--- config.mk ---
export PLATFORM = sky130hd
export DESIGN_NAME = pipelined_add_acc_flat
export DESIGN_NICKNAME = d
export VERILOG_FILES = /design/src/rtl/pipelined_add_acc_pkg.sv /design/src/rtl/pipelined_add_acc_if.sv /design/src/rtl/pipelined_add_acc_add_sat.sv /design/src/rtl/pipelined_add_acc.sv /design/src/flat_wrapper.sv
export SDC_FILE = /design/constraint.sdc
export NUM_CORES = 1
export LEC_CHECK = 0
export BUFFER_PORTS_ARGS = -buffer_cell sky130_fd_sc_hd__buf_2
export CORE_UTILIZATION = 56
export CTS_BUF_LIST = sky130_fd_sc_hd__clkbuf_16
export DETAILED_ROUTE_END_ITERATION = 7
export HOLD_SLACK_MARGIN = 0.05
export MAX_ROUTING_LAYER = met4
export PLACE_DENSITY_LB_ADDON = 0.15
export SETUP_SLACK_MARGIN = 0.1
export SLEW_MARGIN = 10
export SYNTH_ARGS = -nofsm -noshare
export SYNTH_HDL_FRONTEND = slang
export SYNTH_HIERARCHICAL = 1
export SYNTH_SLANG_ARGS = --single-unit
--- constraint.sdc ---
create_clock -name clk -period 3.2 [get_ports clk]
set_clock_uncertainty 0.05 [all_clocks]
set_input_delay 0.64 -clock clk [delete_from_list [all_inputs] [get_ports clk]]
set_output_delay 0.64 -clock clk [all_outputs]
set_load 0.02 [all_outputs]
--- src/rtl/pipelined_add_acc_pkg.sv ---
// Shared definitions for the pipelined adder/accumulator.
//   MODE_W : width of the transaction mode field
//   mode_t : operation selected per accepted transaction
package add_acc_pkg;

  localparam int MODE_W = 2;

  typedef enum logic [MODE_W-1:0] {
    MODE_ADD  = 2'b00,
    MODE_SADD = 2'b01,
    MODE_ACC  = 2'b10,
    MODE_LOAD = 2'b11
  } mode_t;

endpackage

--- src/rtl/pipelined_add_acc_if.sv ---
// Operand/result handshake bundle for pipelined_add_acc.
//   input side : in_valid, in_ready, in_a, in_b, in_ch, in_mode
//   output side: out_valid, out_ready, out_sum, out_carry, out_sat, out_ch
//   master : environment view (drives operands, accepts results)
//   slave  : block view
interface pipelined_add_acc_if
  import add_acc_pkg::*;
#(
  parameter int WIDTH = 8,
  parameter int NCH   = 4
) ();

  localparam int CH_W = $clog2(NCH);

  logic              in_valid;
  logic              in_ready;
  logic [WIDTH-1:0]  in_a;
  logic [WIDTH-1:0]  in_b;
  logic [CH_W-1:0]   in_ch;
  logic [MODE_W-1:0] in_mode;

  logic              out_valid;
  logic              out_ready;
  logic [WIDTH-1:0]  out_sum;
  logic              out_carry;
  logic              out_sat;
  logic [CH_W-1:0]   out_ch;

  modport master (
    output in_valid, in_a, in_b, in_ch, in_mode, out_ready,
    input  in_ready, out_valid, out_sum, out_carry, out_sat, out_ch
  );

  modport slave (
    input  in_valid, in_a, in_b, in_ch, in_mode, out_ready,
    output in_ready, out_valid, out_sum, out_carry, out_sat, out_ch
  );

endinterface

--- src/rtl/pipelined_add_acc_add_sat.sv ---
// Combinational WIDTH-bit unsigned adder with optional saturation.
//   a, b   : operands
//   sat_en : clamp to all ones when the add overflows
//   sum    : result (wrapped or clamped)
//   carry  : unsigned carry-out, reported whether or not clamping applied
//   sat    : result was clamped
module add_sat_unit #(
  parameter int WIDTH = 8
) (
  input  logic [WIDTH-1:0] a,
  input  logic [WIDTH-1:0] b,
  input  logic             sat_en,
  output logic [WIDTH-1:0] sum,
  output logic             carry,
  output logic             sat
);

  logic [WIDTH:0] full;

  always_comb begin
    full  = {1'b0, a} + {1'b0, b};
    carry = full[WIDTH];
    sat   = sat_en & full[WIDTH];
    sum   = sat ? {WIDTH{1'b1}} : full[WIDTH-1:0];
  end

endmodule

--- src/rtl/pipelined_add_acc.sv ---
// Pipelined add / saturating add / per-channel accumulate / per-channel load.
//   clk      : system clock, rising edge
//   rst      : asynchronous active-high reset
//   bus      : operand and result handshake (slave side)
//   op_count : accepted transactions since reset, wrapping
// One registered output stage; in_ready is combinational so a streaming
// consumer sees no bubbles.
module pipelined_add_acc
  import add_acc_pkg::*;
#(
  parameter int WIDTH = 8,
  parameter int NCH   = 4,
  parameter int CNT_W = 16
) (
  input  logic             clk,
  input  logic             rst,
  pipelined_add_acc_if.slave bus,
  output logic [CNT_W-1:0] op_count
);

  logic [WIDTH-1:0] acc [NCH];

  logic             accept;
  mode_t            mode;
  logic [WIDTH-1:0] acc_cur;

  logic [WIDTH-1:0] op_sum;
  logic             op_carry;
  logic             op_sat;
  logic [WIDTH-1:0] acc_sum;
  logic             acc_carry;
  logic             acc_sat;

  assign bus.in_ready = !bus.out_valid || bus.out_ready;
  assign accept       = bus.in_valid && bus.in_ready;
  assign mode         = mode_t'(bus.in_mode);
  assign acc_cur      = acc[bus.in_ch];

  add_sat_unit #(.WIDTH(WIDTH)) u_op_add (
    .a      (bus.in_a),
    .b      (bus.in_b),
    .sat_en (mode == MODE_SADD),
    .sum    (op_sum),
    .carry  (op_carry),
    .sat    (op_sat)
  );

  // Accumulator path always wraps, so its sat output is constant zero.
  add_sat_unit #(.WIDTH(WIDTH)) u_acc_add (
    .a      (acc_cur),
    .b      (bus.in_a),
    .sat_en (1'b0),
    .sum    (acc_sum),
    .carry  (acc_carry),
    .sat    (acc_sat)
  );

  always_ff @(posedge clk or posedge rst) begin
    if (rst) begin
      bus.out_valid <= 1'b0;
      bus.out_sum   <= '0;
      bus.out_carry <= 1'b0;
      bus.out_sat   <= 1'b0;
      bus.out_ch    <= '0;
      op_count      <= '0;
      for (int i = 0; i < NCH; i++) begin
        acc[i] <= '0;
      end
    end else if (accept) begin
      bus.out_valid <= 1'b1;
      bus.out_ch    <= bus.in_ch;
      op_count      <= op_count + 1'b1;
      case (mode)
        MODE_ADD, MODE_SADD: begin
          bus.out_sum   <= op_sum;
          bus.out_carry <= op_carry;
          bus.out_sat   <= op_sat;
        end
        MODE_ACC: begin
          // Written in the accept cycle so a following ACC on the same
          // channel reads the updated value directly.
          acc[bus.in_ch] <= acc_sum;
          bus.out_sum    <= acc_sum;
          bus.out_carry  <= acc_carry;
          bus.out_sat    <= acc_sat;
        end
        default: begin
          acc[bus.in_ch] <= bus.in_b;
          bus.out_sum    <= bus.in_b;
          bus.out_carry  <= 1'b0;
          bus.out_sat    <= 1'b0;
        end
      endcase
    end else if (bus.out_ready) begin
      bus.out_valid <= 1'b0;
    end
  end

endmodule

--- src/flat_wrapper.sv ---
// flat-port wrapper written by rule: the top's interface ports become plain ports
module pipelined_add_acc_flat import add_acc_pkg::*;
#(
  parameter int WIDTH = 8,
  parameter int NCH   = 4,
  parameter int CNT_W = 16
)
  (clk, rst, op_count, bus_in_valid, bus_in_a, bus_in_b, bus_in_ch, bus_in_mode, bus_out_ready, bus_in_ready, bus_out_valid, bus_out_sum, bus_out_carry, bus_out_sat, bus_out_ch);
  pipelined_add_acc_if #(.WIDTH(WIDTH), .NCH(NCH)) bus_i ();
  input  logic clk;
  input  logic rst;
  output logic [CNT_W-1:0] op_count;
  input wire logic [$bits(bus_i.in_valid)-1:0] bus_in_valid;
  input wire logic [$bits(bus_i.in_a)-1:0] bus_in_a;
  input wire logic [$bits(bus_i.in_b)-1:0] bus_in_b;
  input wire logic [$bits(bus_i.in_ch)-1:0] bus_in_ch;
  input wire logic [$bits(bus_i.in_mode)-1:0] bus_in_mode;
  input wire logic [$bits(bus_i.out_ready)-1:0] bus_out_ready;
  output wire logic [$bits(bus_i.in_ready)-1:0] bus_in_ready;
  output wire logic [$bits(bus_i.out_valid)-1:0] bus_out_valid;
  output wire logic [$bits(bus_i.out_sum)-1:0] bus_out_sum;
  output wire logic [$bits(bus_i.out_carry)-1:0] bus_out_carry;
  output wire logic [$bits(bus_i.out_sat)-1:0] bus_out_sat;
  output wire logic [$bits(bus_i.out_ch)-1:0] bus_out_ch;
  assign bus_i.in_valid = bus_in_valid;
  assign bus_i.in_a = bus_in_a;
  assign bus_i.in_b = bus_in_b;
  assign bus_i.in_ch = bus_in_ch;
  assign bus_i.in_mode = bus_in_mode;
  assign bus_i.out_ready = bus_out_ready;
  assign bus_in_ready = bus_i.in_ready;
  assign bus_out_valid = bus_i.out_valid;
  assign bus_out_sum = bus_i.out_sum;
  assign bus_out_carry = bus_i.out_carry;
  assign bus_out_sat = bus_i.out_sat;
  assign bus_out_ch = bus_i.out_ch;
  pipelined_add_acc #(.WIDTH(WIDTH), .NCH(NCH), .CNT_W(CNT_W)) u_core (.clk(clk), .rst(rst), .bus(bus_i), .op_count(op_count));
endmodule
* Yosys cells after proc, flatten, opt, wreduce, memory -nomap -nowiden
Cells that the tools add are included.
Cells by class: add/sub/neg operators 3, $lt $le $gt $ge 2, eq/ne operators 2, mux-type cells 14, bitwise logic cells 3, reduce and logical (&&, ||, !) cells 8
Operators with widths (count):
- bitwise mux 32 bit | 2
- one-hot mux 32 bit (2 select lines) | 1
- two-way mux 8 bit | 4
- adder 8 x 8 -> 9 bit | 2
- adder 16 x 1 -> 16 bit, second input constant | 1
- binary-select mux 8 bit (select 2 bit) | 1
- demux 8 bit (select 2 bit) | 1
- one-hot mux 8 bit (2 select lines) | 1
- >= comparator 3 bit, second input constant | 1
- less-than comparator 3 x 1 -> 1 bit, second input constant | 1
- two-way mux 1 bit | 3
- inverter 2 -> 3 bit | 1
- equality test 2 x 1 -> 1 bit, second input constant | 1
- equality test 2 bit, second input constant | 1
- logical AND 1 bit | 2
- logical NOT 2 bit | 1
- one-hot mux 1 bit (2 select lines) | 1
- AND reduction 2 bit | 1
- nonzero test 2 bit | 1
- OR reduction 2 bit | 1
- AND 1 bit | 1
- logical NOT 1 bit | 1
- logical OR 1 bit | 1
- inverter 1 bit | 1
Storage, ports and cells: register bits 61, word-level logic and storage cells 42

* Longest topological paths before layout
Gate-level depths: netlist of run 1.
word-level depth 7, gate-level depth with buffers 13

* Modules after synthesis
The synthesis of run 1 kept the hierarchy.
By module, submodules not included:
- pipelined_add_acc | instances 1, cells each 266, area an instance 2909.0 um^2, seq. area each 1526.5 um^2
- add_sat_unit | instances 2, cells each 53, area an instance 411.6 um^2, seq. area each 0.0 um^2

* Worst setup path before layout of run 1
OpenSTA, ideal clock, no wires.
path type input port to flip-flop, start point input port bus_in_ch[0], end point register u_core/acc[6] (netlist name), setup time 0.133 ns, data arrival time 3.025 ns, data required time 3.017 ns, setup slack -0.008 ns, cell stages on the path 10, cells stage by stage buf_4 mux4_2 ha_1 fa_1 a21o_1 a221oi_2 xor2_1 o21ai_0 mux2i_1 a21oi_1
Between the ends: cells in the longest elaborated chain, start to end 7
Ends and longest elaborated chain:
- start, declared | line flat_wrapper.sv:16 | input wire logic [$bits(bus_i.in_ch)-1:0] bus_in_ch;
- inverter 2 -> 3 bit (implied by the code) | line pipelined_add_acc.sv:37 | assign acc_cur = acc[bus.in_ch];
- binary-select mux 8 bit (select 2 bit) | line pipelined_add_acc.sv:37
- two-way mux 8 bit (implied by the code) (2 in series) | line pipelined_add_acc.sv:37
- net u_core.acc_cur[0] | line pipelined_add_acc.sv:25 | logic [WIDTH-1:0] acc_cur;
- adder 8 x 8 -> 9 bit | line pipelined_add_acc_add_sat.sv:21 | full = {1'b0, a} + {1'b0, b};
- net u_core.acc_sum[6] | line pipelined_add_acc.sv:30 | logic [WIDTH-1:0] acc_sum;
- bitwise mux 32 bit | line pipelined_add_acc.sv:82 | acc[bus.in_ch] <= acc_sum;
- one-hot mux 32 bit (2 select lines) | line pipelined_add_acc.sv:73 | case (mode)
- end signal, assigned by index | line pipelined_add_acc.sv:82
- end signal, assigned by index | line pipelined_add_acc.sv:88 | acc[bus.in_ch] <= bus.in_b;
- end, declared | line pipelined_add_acc.sv:21 | logic [WIDTH-1:0] acc [NCH];
The timed path passes the listed nets, and every way through them passes these cells. The select of a mux whose other input is x is not followed. A chain may end at the register's enable or synchronous reset.

* Worst setup path in the final report of run 1
start point input port bus_in_ch[0], end point register u_core.bus.out_sum[7]
Between the ends: cells in the longest elaborated chain, start to end 6
Ends and longest elaborated chain:
- inverter 2 -> 3 bit (implied by the code) | line pipelined_add_acc.sv:37
- binary-select mux 8 bit (select 2 bit) | line pipelined_add_acc.sv:37
- two-way mux 8 bit (implied by the code) (2 in series) | line pipelined_add_acc.sv:37
- net u_core.acc_cur[4] | line pipelined_add_acc.sv:25
- adder 8 x 8 -> 9 bit | line pipelined_add_acc_add_sat.sv:21
- net u_core.acc_sum[7] | line pipelined_add_acc.sv:30
- one-hot mux 8 bit (2 select lines) | line pipelined_add_acc.sv:73
- end signal, assigned | line pipelined_add_acc.sv:75 | bus.out_sum <= op_sum;
- end signal, assigned | line pipelined_add_acc.sv:83 | bus.out_sum <= acc_sum;
- end signal, assigned | line pipelined_add_acc.sv:89 | bus.out_sum <= bus.in_b;
- end, declared | line pipelined_add_acc_if.sv:36 | output in_ready, out_valid, out_sum, out_carry, out_sat, out_ch
The timed path passes the listed nets, and every way through them passes these cells. The select of a mux whose other input is x is not followed.

==> results of run 1 <==
## power by group through the flow
stage | clock [mW] | combinational [mW] | sequential (mW)
4_1_cts | 0.961 | 1.07 | 1.07
6_report | 0.951 | 1.08 | 1.07
2_1_floorplan | 0 | 0.694 | 1.14
3_5_place_dp | 0 | 1.06 | 1.08
5_1_grt | 0.997 | 1.19 | 1.09
3_3_place_gp | 0 | 1.03 | 1.08
## kinds of logic (layout without fill, tap and decap cells)
kind of cell | Yosys count | in the layout | synth area share, %
other cells | 1 | 1 | 0.100
compound gates | 94 | 94 | 16.1
buf+inv | 29 | 102 | 4.26
mux | 29 | 29 | 10.6
xor+xnor | 21 | 21 | 4.93
flops | 61 | 61 | 40.9
simple gates | 118 | 118 | 16.4
fa+ha+maj | 19 | 19 | 6.77
## placed cells by master (no fill, tap or decap), drive strengths merged, types with 3 or more instances in the layout
master,synthesis,final
nor3,9,9
nand2,39,39
o21ai,34,34
buf,12,74
a21oi,34,34
mux2i,18,18
inv,12,14
and3,4,4
ha,17,17
dfrtp,61,61
o21bai,4,4
a21o,6,6
xor2,13,13
a21boi,4,4
nand4,3,3
nor2b,9,9
nand2b,6,6
o2111ai,4,4
nor2,33,33
mux2,3,3
clkbuf,5,9
nand3,6,6
xnor2,8,8
mux4,8,8
## sequential cells by signal (all words and copies together) (netlist names)
signal / flops
u_core/op_count: 16
u_core/bus.out_carry: 1
u_core/bus.out_sum: 8
u_core/bus.out_ch: 2
u_core/bus.out_sat: 1
u_core/acc: 32
u_core/bus.out_valid: 1
## metal layers
| metal | track usage (%) | share of wire [%] | vias up |
|---|---|---|---|
| met1 | 35.4 | 47 | 1406 |
| met3 | 3.66 | 3.5 | 13 |
| met4 | 10.8 | 2.1 | 0 |
| met5 | - | 0 | - |
| met2 | 39.4 | 47 | 53 |
| li1 | - | - | 1451 |
## metrics by stage
step | hold slack (ns) | power [mW]
after floorplan | 0.393 | 1.84
after global placement | 0.402 | 2.11
after detailed placement | 0.411 | 2.14
after CTS | 0.342 | 3.10
after global routing | 0.368 | 3.28
final | 0.327 | 3.10
## final cells by class
class | count | area (sq um) | area share [%]
Clock buffer | 9 | 225 | 5.06
Clock inverter | 7 | 66.3 | 1.49
Inverter | 12 | 45.0 | 1.01
Multi-Input combinational cell | 282 | 2060 | 46.2
Sequential cell | 61 | 1530 | 34.3
Tap cell | 77 | 96.3 | 2.16
Timing Repair Buffer | 74 | 435 | 9.78
## path summary, 6_finish.rpt
| kind | depth (start not counted) | startpoint | end |
|---|---|---|---|
| max in group asynchronous | 3 | rst | u_core/acc[21] |
| worst min-delay path | 3 | rst | u_core/op_count[5] |
| worst max register to register | 10 | u_core/acc[8] | u_core/acc[30] |
| worst max-delay path | 12 | bus_in_ch[0] | u_core/bus.out_sum[7] |
| min in group clk | 1 | u_core/op_count[15] | u_core/op_count[15] |
| worst min register to register | 1 | u_core/op_count[15] | u_core/op_count[15] |
## cell usage after synthesis, types with 6 or more instances
master and count:
mux4_2 8, xor2_1 13, nor2b_1 8, buf_2 6, nor2_1 33, o21ai_0 27
mux2i_1 18, nand3_1 6, a21oi_1 34, o21ai_2 7, a21o_1 6, inv_1 12
ha_1 17, xnor2_1 8, nor3_1 9, dfrtp_1 61, nand2b_1 6, nand2_1 35
## worst register-to-register path, stage by stage (launching register included)
cell	delay [ns]
dfrtp_1	0.39
mux4_2	0.47
ha_2	0.21
fa_2	0.35
a21o_1	0.22
a221oi_2	0.29
xor2_1	0.16
o21ai_0	0.11
mux2i_1	0.16
buf_4	0.16
a21oi_1	0.06
## what timing repair did
item | 4_1_cts | 5_1_grt
setup endpoints to repair | 0 | 10
gates resized for setup | 0 | 4
hold buffers | 0 | 0
==> results by group, run 1 <==
Logic synthesis
  • Main synth FF type: dfrtp_1
  • Synth Register Bits: 61
  • Yosys Warn Count: 6
  • Top cells by area, synth: dfrtp_1 41%, ha_1 5.7%, mux2i_1 4.8%
  • Syn Inst Count: 372
  • Synth Net Count: roughly 420
  • Post-synth ARST share: 100%
  • Seq/Total Area, Yosys: 40.9%
  • Post-synth top area share: 40.9%
  • Cell taking the most area after synthesis: dfrtp_1
  • Synth cell types: between 40 and 50
  • Syn_area_per_cell: 10.0 sq um
  • Mapped Area: 0.00373 sq mm
  • Number of synthesized flops with an enable pin: 0

Global route
  • Remaining Overflow, GRT: 0
  • Largest net degree at the start of global routing: 35
  • Vias in the first global route: a little under 3,000
  • Gr usage total: 26.0%
  • Initial antenna violation count: 0
  • Global-route wire length before repair: roughly 14,000 um

Status
  • Status: finished clean

Floorplanning
  • Top Ports: 54
  • Core box area: ~0.0064 sq mm
  • Chip Width: 83.6 um
  • Row cnt: 29
  • Die H: between 80 and 90 um
  • Starting Density: 58.4%
  • Die ar.: between 0.006 and 0.007 sq mm

Timing
  • Slew HR: between 40% and 50%
  • Final Hold Violating Endpoints: 0
  • Worst Tran Pin Value: roughly 0.88 ns
  • Final setup vio count: 0
  • Fin worst setup slack: 0.267 ns
  • Fmax: 341 MHz
  • Max Slew Vio Count: 0
  • Post-route clock period utilization: 91.6%
  • Crit path time final: 2.93 ns
  • RSZ-0062 raised after global routing: no
  • Setup TNS: 0 ns

Power
  • Power Dens Cells: ~700 mW/mm^2
  • Net Switching: 1.06 mW
  • Seq pwr share: about a third
  • IR drop worst, VDD: 575 uV
  • Logic pwr share: around a third
  • P_leak: 2.14 nW
  • Clk network pwr share: between 30% and 40%
  • P_int: 2.04 mW
  • Net Sw Frac: 34.2%

Drt
  • Initial DRC count: 144
  • Drt via density: 5.60
  • DRT Pass-1 Iters: 4
  • Drc violations: 0
  • Post-route ant nets: 0
  • Wirelength per Cell: 15.4 um
  • Final WL: 8050 um
  • Vias: 2,923

Worst setup path
  • Worst-path cell chain: buf_2 > buf_12 > mux4_2 > ha_1 > a21o_1 > a21o_1 > or3_1 > o2111ai_2 > mux2i_1 > nand2_1 > o21ai_0 > o21ai_0
  • WP data arrival: approximately 3.1 ns
  • Critical Path RT: around 3.4 ns
  • Top delay family on crit path: compound AO/OA/AOI/OAI gates
  • Setup Crit Path Kind: input port to register
  • Critical Path Source Type: input port
  • Slowest stage cell, crit path: mux4_2
  • Slowest Stage Delay on Critical Path: 0.49 ns
  • Setup slack, reg-to-reg: roughly 0.44 ns
  • CP Buf/Inv Count: 2
  • Critical-path maximum fanout: 5
  • Critical Path End Type: register

CTS
  • Post-CTS setup buffers: 0
  • Clock transition time at the flip-flop clock pins of the worst setup and hold paths: 0.05 ns
  • Clk Latency, worst-skew pair: 0.33 ns
  • CTS sink count: 61
  • Total CTS buffers: 9
  • CTS tree: built
  • Root Buffer: clkbuf_16
  • H-Tree Depth: 3
  • CTS max path bufs: 2

Layout
  • Filler instances: 497
  • Antenna Cells: 0
  • Synth-to-layout area growth: 19.3%
  • Post-layout instance area: about 0.0045 sq mm
  • Final core utilization: 69.7%
  • Layout cell share with drive strength beyond 1: 28.5%
  • Final nets: 483
  • Final Non-Filler Cells: 522

Placed design
  • DP HPWL: about 6000 um
  • Placed Cells: between 500 and 600
  • Placement Cell Area: slightly above 0.004 sq mm
  • Final GP Congestion: 0.932
  • Number of port buffers: 53
  • Dpl ws: -0.112 ns

Flow run
  • Max_cap viols: 0

Worst hold path
  • Hold Path Class: input port to async pin
Note: power is estimated with default switching activity, not from simulation.
==> run 2: changes to the inputs <==
Settings changed: CORE_UTILIZATION 56 to 52.
Clock period 3.2 ns to 2.6 ns, I/O delays scaled along.
==> results by group, run 2 (same netlist as run 1, synthesis figures left out) <==
Placed design
  • Placement Cell Area: 0.00432 sq mm (was 0.00416 sq mm)
  • Dpl ws: -0.451 ns (was -0.112 ns)
  • Number of port buffers: 53 (unchanged)
  • Placed Cells: 537 (was 506)
  • Final GP Congestion: 0.902 (was 0.932)
  • DP HPWL: 6230 um (was 6010 um)

Timing
  • Fmax: about 370 MHz
  • Max Slew Vio Count: 0 (unchanged)
  • Crit path time final: 2.70 ns
  • Worst Tran Pin Value: 0.583 ns (was 0.877 ns)
  • Fin worst setup slack: -0.100 ns (was 0.267 ns)
  • Post-route clock period utilization: 104%
  • RSZ-0062 raised after global routing: yes (was no)
  • Setup TNS: -0.593 ns (was 0 ns)
  • Slew HR: 60.0% (was 41.1%)
  • Hold_ws: 0.170 ns (was 0.327 ns)
  • Final setup vio count: 10 (was 0)
  • Final Hold Violating Endpoints: 0 (unchanged)

CTS
  • CTS tree: built (unchanged)
  • Cts hold-fix bufs: 0 (unchanged)
  • CTS max path bufs: 2 (unchanged)
  • Clk Latency, worst-skew pair: 0.32 ns (was 0.33 ns)
  • Clock transition time at the flip-flop clock pins of the worst setup and hold paths: 0.05 ns (about the same)
  • Root Buffer: clkbuf_16 (unchanged)
  • CTS sink count: 61 (unchanged)
  • Total CTS buffers: 9 (unchanged)
  • H-Tree Depth: 3 (unchanged)

Worst hold path
  • Hold Path Class: input port to async pin (unchanged)

Layout
  • Synth-to-layout area growth: 26.3% (was 19.3%)
  • Post-layout instance area: 0.00471 sq mm (was 0.00445 sq mm)
  • Final Non-Filler Cells: 557 (was 522)
  • Top flop regs: u_core/acc x32, u_core/op_count x16, u_core/bus.out_sum x8 (unchanged)
  • Filler instances: 521 (was 497)
  • Final nets: 499 (was 483)
  • Top reg by flops: u_core/acc (unchanged)
  • Max reg flops: 32 (unchanged)
  • Antenna Cells: 0 (unchanged)
  • Most common cell after layout, fill and taps aside: dfrtp_1 (unchanged)
  • Layout cell share with drive strength beyond 1: 34.7% (was 28.5%)
  • Commonest cells after routing, fill and taps aside: 61 x dfrtp_1, 52 x buf_2, 35 x nand2_1, 35 x buf_4, 33 x nor2_1 (was 61 x dfrtp_1, 53 x buf_2, 35 x nand2_1)

Floorplanning
  • Starting Density: 54.3% (was 58.4%)
  • Row cnt: 30 (was 29)
  • Chip Width: 86.7 um (was 83.6 um)
  • Core box area: 0.00687 sq mm (was 0.00639 sq mm)
  • Die H: 86.7 um (was 83.6 um)
  • Die ar.: 0.00752 sq mm (was 0.00700 sq mm)
  • Top Ports: 54 (unchanged)

Worst setup path
  • Slowest Stage Delay on Critical Path: 0.51 ns (was 0.49 ns)
  • FF-to-FF Start: u_core/acc[0] (was u_core/acc[8])
  • CP Buf/Inv Count: 1 (was 2)
  • Critical Path End Type: register (unchanged)
  • Top delay family on crit path: multiplexers (was compound AO/OA/AOI/OAI gates)
  • R2R depth: 10 (unchanged)
  • Setup slack, reg-to-reg: -0.10 ns (was 0.44 ns)
  • Critical Path RT: 2.75 ns (was 3.40 ns)
  • Worst-path cell chain: mux4_2 > ha_4 > fa_2 > a21o_1 > a221oi_2 > xor2_1 > o21ai_1 > mux2i_1 > buf_4 > a21oi_2 (was buf_2 > buf_12 > mux4_2 > ha_1 > a21o_1 > a21o_1 > or3_1 > o2111ai_2 > mux2i_1 > nand2_1 > o21ai_0 > o21ai_0)
  • WP data arrival: 2.85 ns (was 3.13 ns)
  • Critical Path Source Type: register (was input port)
  • Crit Reg-Reg Endpoint: u_core/acc[6] (was u_core/acc[30])
  • Slowest stage cell, crit path: mux4_2 (unchanged)
  • Critical-path maximum fanout: 4 (was 5)
  • Setup Crit Path Kind: register to register (was input port to register)

Drt
  • Vias: 3,014 (was 2,923)
  • Wirelength per Cell: 15.4 um (about the same)
  • Final WL: 8550 um (was 8050 um)
  • Initial DRC count: 123 (was 144)
  • Post-route ant nets: 0 (unchanged)
  • Drc violations: 0 (unchanged)
  • DRT Pass-1 Iters: 4 (unchanged)
  • Drt via density: 5.41 (was 5.60)

Status
  • Status: finished, violations left (was finished clean)
  • Failing checks: setup timing

Power
  • P_leak: 2.24 nW (was 2.14 nW)
  • IR drop worst, VDD: 564 uV (was 575 uV)
  • Power Dens Cells: 828 mW/mm^2 (was 696 mW/mm^2)

Global route
  • Vias in the first global route: 2,823 (was 2,901)
  • Global-route wire length before repair: 14,000 um (was 13,800 um)
  • Initial antenna violation count: 0 (unchanged)
  • Largest net degree at the start of global routing: 25 (was 35)
  • Remaining Overflow, GRT: 0 (unchanged)
  • Gr usage total: 25.4% (was 26.0%)

Flow run
  • Max_cap viols: 0 (unchanged)
-- run 2: cell count changes in the layout (fill, tap and decap cells not counted), sizes merged --
cell | previous run | this run
bufinv | 1 | 0
clkinvlp | 2 | 1
buf | 74 | 90
clkinv | 2 | 4
-- run 2: repair_timing --
action                                  CTS  global route
endpoints found under the setup margin   21            24
buffers inserted                          2             2
resized for setup                         8            19
pin swaps                                10            10
-- run 2: final cells by class --
type / instances / area [sq um] / share of cell area, %
clock inverters: 7 / 35.0 / 0.743
repair buffers: 90 / 578 / 12.3
flip-flops and latches: 61 / 1530 / 32.4
inverters: 12 / 45.0 / 0.955
well taps: 96 / 120 / 2.55
multi-input cells: 282 / 2180 / 46.3
clock buffers: 9 / 225 / 4.78
-- run 2: through the flow --
| stage | utilization [%] | total power [mW] |
|---|---|---|
| after global routing | 68.6 | 4.15 |
| after CTS | 67.3 | 3.81 |
| after floorplan | - | 2.31 |
| after global placement | 63.0 | 2.70 |
| after detailed placement | 63.0 | 2.74 |
| final | 68.6 | 3.90 |
-- run 2: power by group --
group          internal [mW]  switching [mW]
registers               1.18           0.150
logic                  0.731           0.805
clock network          0.629           0.410
-- run 2: worst max path at each step --
stage,from,to,slack [ns],cells past startpoint
2_1_floorplan,bus_in_ch[0],u_core/acc[22],-0.29,10
3_3_place_gp,bus_in_ch[0],u_core/acc[6],-0.44,11
3_5_place_dp,bus_in_ch[0],u_core/bus.out_sum[7],-0.45,12
4_1_cts,u_core/acc[0],u_core/acc[6],-0.06,10
5_1_grt,u_core/acc[0],u_core/bus.out_sum[6],-0.26,11
6_report,u_core/acc[0],u_core/acc[6],-0.10,10
-- run 2: metal layers --
layer	share of wire, %	global-route usage [%]
met4	1.1	7.73
met1	47	34.5
met5	0	-
met3	4.0	5.43
met2	48	38.2
==> run 3: changes to the inputs <==
Settings changed: CORE_UTILIZATION 52 to 35.
==> results by group, run 3 (same netlist as run 1, synthesis figures left out) <==
Status
  • Status: finished, violations left (unchanged)
  • Failing checks: setup timing (unchanged)

Floorplanning
  • Die ar.: 0.0111 sq mm (was 0.00752 sq mm)
  • Die H: 105 um (was 86.7 um)
  • Core box area: 0.0103 sq mm (was 0.00687 sq mm)
  • Top Ports: 54 (unchanged)
  • Row cnt: 37 (was 30)
  • Starting Density: 36.2% (was 54.3%)
  • Chip Width: 105 um (was 86.7 um)

Flow run
  • Max_cap viols: 0 (unchanged)

Global route
  • Gr usage total: 17.5% (was 25.4%)
  • Largest net degree at the start of global routing: 62 (was 25)
  • Initial antenna violation count: 0 (unchanged)
  • Remaining Overflow, GRT: 0 (unchanged)
  • Global-route wire length before repair: 14,600 um (was 14,000 um)
  • Vias in the first global route: 2,931 (was 2,823)

Worst setup path
  • R2R depth: 10 (unchanged)
  • Critical-path maximum fanout: 4 (unchanged)
  • Critical Path RT: 2.75 ns (about the same)
  • FF-to-FF Start: u_core/acc[24] (was u_core/acc[0])
  • Critical Path Source Type: register (unchanged)
  • Critical Path End Type: register (unchanged)
  • WP data arrival: 2.84 ns (was 2.85 ns)
  • Setup Crit Path Kind: register to register (unchanged)
  • Crit Reg-Reg Endpoint: u_core/acc[22] (was u_core/acc[6])
  • Setup slack, reg-to-reg: -0.09 ns (was -0.10 ns)

Layout
  • Layout cell share with drive strength beyond 1: 33.0% (was 34.7%)
  • Final nets: 499 (unchanged)
  • Commonest cells after routing, fill and taps aside: 61 x dfrtp_1, 52 x buf_2, 35 x buf_4, 35 x nand2_1, 33 x nor2_1 (was 61 x dfrtp_1, 52 x buf_2, 35 x nand2_1, 35 x buf_4, 33 x nor2_1)
  • Final core utilization: 45.9% (was 68.6%)
  • Post-layout instance area: 0.00474 sq mm (was 0.00471 sq mm)
  • Antenna Cells: 0 (unchanged)
  • Most common cell after layout, fill and taps aside: dfrtp_1 (unchanged)
  • Max reg flops: 32 (unchanged)
  • Top reg by flops: u_core/acc (unchanged)
  • Synth-to-layout area growth: 27.1% (was 26.3%)
  • Top flop regs: u_core/acc x32, u_core/op_count x16, u_core/bus.out_sum x8 (unchanged)

CTS
  • Cts hold-fix bufs: 0 (unchanged)
  • CTS sink count: 61 (unchanged)
  • Total CTS buffers: 9 (unchanged)
  • CTS max path bufs: 2 (unchanged)
  • Root Buffer: clkbuf_16 (unchanged)
  • CTS tree: built (unchanged)
  • Clock transition time at the flip-flop clock pins of the worst setup and hold paths: 0.05 ns (about the same)
  • H-Tree Depth: 3 (unchanged)
  • Clk Latency, worst-skew pair: 0.33 ns (was 0.32 ns)

Drt
  • Vias: 2,902 (was 3,014)
  • Initial DRC count: 141 (was 123)
  • DRT Pass-1 Iters: 4 (unchanged)
  • Wirelength per Cell: 14.4 um (was 15.4 um)
  • Final WL: 8600 um (was 8550 um)
  • Drc violations: 0 (unchanged)
  • Drt via density: 4.87 (was 5.41)
  • Post-route ant nets: 0 (unchanged)

Placed design
  • Placement Cell Area: 0.00440 sq mm (was 0.00432 sq mm)
  • DP HPWL: 6480 um (was 6230 um)
  • Number of port buffers: 53 (unchanged)
  • Final GP Congestion: 0.786 (was 0.902)

Timing
  • Setup TNS: -0.726 ns (was -0.593 ns)
  • Hold_ws: 0.209 ns (was 0.170 ns)
  • Post-route clock period utilization: 103% (was 104%)
  • Crit path time final: 2.69 ns (was 2.70 ns)
  • Fin worst setup slack: -0.0878 ns (was -0.100 ns)
  • Max Slew Vio Count: 0 (unchanged)
  • Worst Tran Pin Value: 0.548 ns (was 0.583 ns)
  • Fmax: 372 MHz (was 370 MHz)
  • Final Hold Violating Endpoints: 0 (unchanged)
  • Final setup vio count: 15 (was 10)
  • Slew HR: 62.4% (was 60.0%)
  • RSZ-0062 raised after global routing: yes (unchanged)

Worst hold path
  • Hold Path Class: input port to async pin (unchanged)

Power
  • Power Dens Cells: 827 mW/mm^2 (was 828 mW/mm^2)
  • P_leak: 2.23 nW (was 2.24 nW)
  • Tot Pwr: 3.92 mW (was 3.90 mW)
  • IR drop worst, VDD: 278 uV (was 564 uV)
[run 3: routing by layer]
metal	global-route usage, %	part of all wire [%]	vias to the layer above
li1	-	-	1478
met1	23.2	50	1369
met4	7.85	1.7	0
met5	-	0	-
met2	26.4	46	45
met3	2.72	2.7	10
[run 3: worst max-delay path: stages, from the launching register on]
cell and delay (ns):
dfrtp_1 0.39, mux4_2 0.49, ha_4 0.18, fa_2 0.34, a21o_1 0.19, a221oi_2 0.29, xor2_1 0.17, o21ai_1 0.09
mux2i_1 0.14, buf_4 0.16, a21oi_1 0.07
[run 3: per-stage QoR]
| stage | worst slack [ns] | std cells |
|---|---|---|
| after floorplan | -0.293 | 372 |
| after global placement | -0.448 | 579 |
| after detailed placement | -0.523 | 579 |
| after CTS | -0.102 | 596 |
| after global routing | -0.255 | 596 |
| final | -0.0878 | 596 |
[run 3: final cells by class]
type | count | area (sq um)
clock buffer | 9 | 225
clock inverter | 6 | 56.3
fill | 970 | 5580
inverter | 12 | 45.0
multi-input combinational | 282 | 2140
sequential | 61 | 1530
tap | 136 | 170
timing repair buffer | 90 | 574
[run 3: how the worst max path moves through the flow]
stage / startpoint / endpoint / slack [ns] / cells after the start
5_1_grt: u_core/acc[8] / u_core/acc[22] / -0.26 / 10
4_1_cts: u_core/acc[24] / u_core/acc[6] / -0.10 / 10
3_5_place_dp: bus_in_ch[0] / u_core/acc[15] / -0.52 / 10
2_1_floorplan: bus_in_ch[0] / u_core/acc[22] / -0.29 / 10
6_report: u_core/acc[24] / u_core/acc[22] / -0.09 / 10
3_3_place_gp: bus_in_ch[0] / u_core/acc[15] / -0.45 / 10
[run 3: report_power, final]
part	internal [mW]	total (mW)	switching [mW]
clock network	0.727	1.15	0.423
logic	0.687	1.45	0.761
registers	1.18	1.32	0.149
total	2.59	3.92	1.33
[run 3: timing repair]
action	in CTS	in global routing
pin swaps	9	0
gates resized for setup	12	3
endpoints found under the hold margin	0	0
setup buffers	2	0
endpoints found under the setup margin	21	27
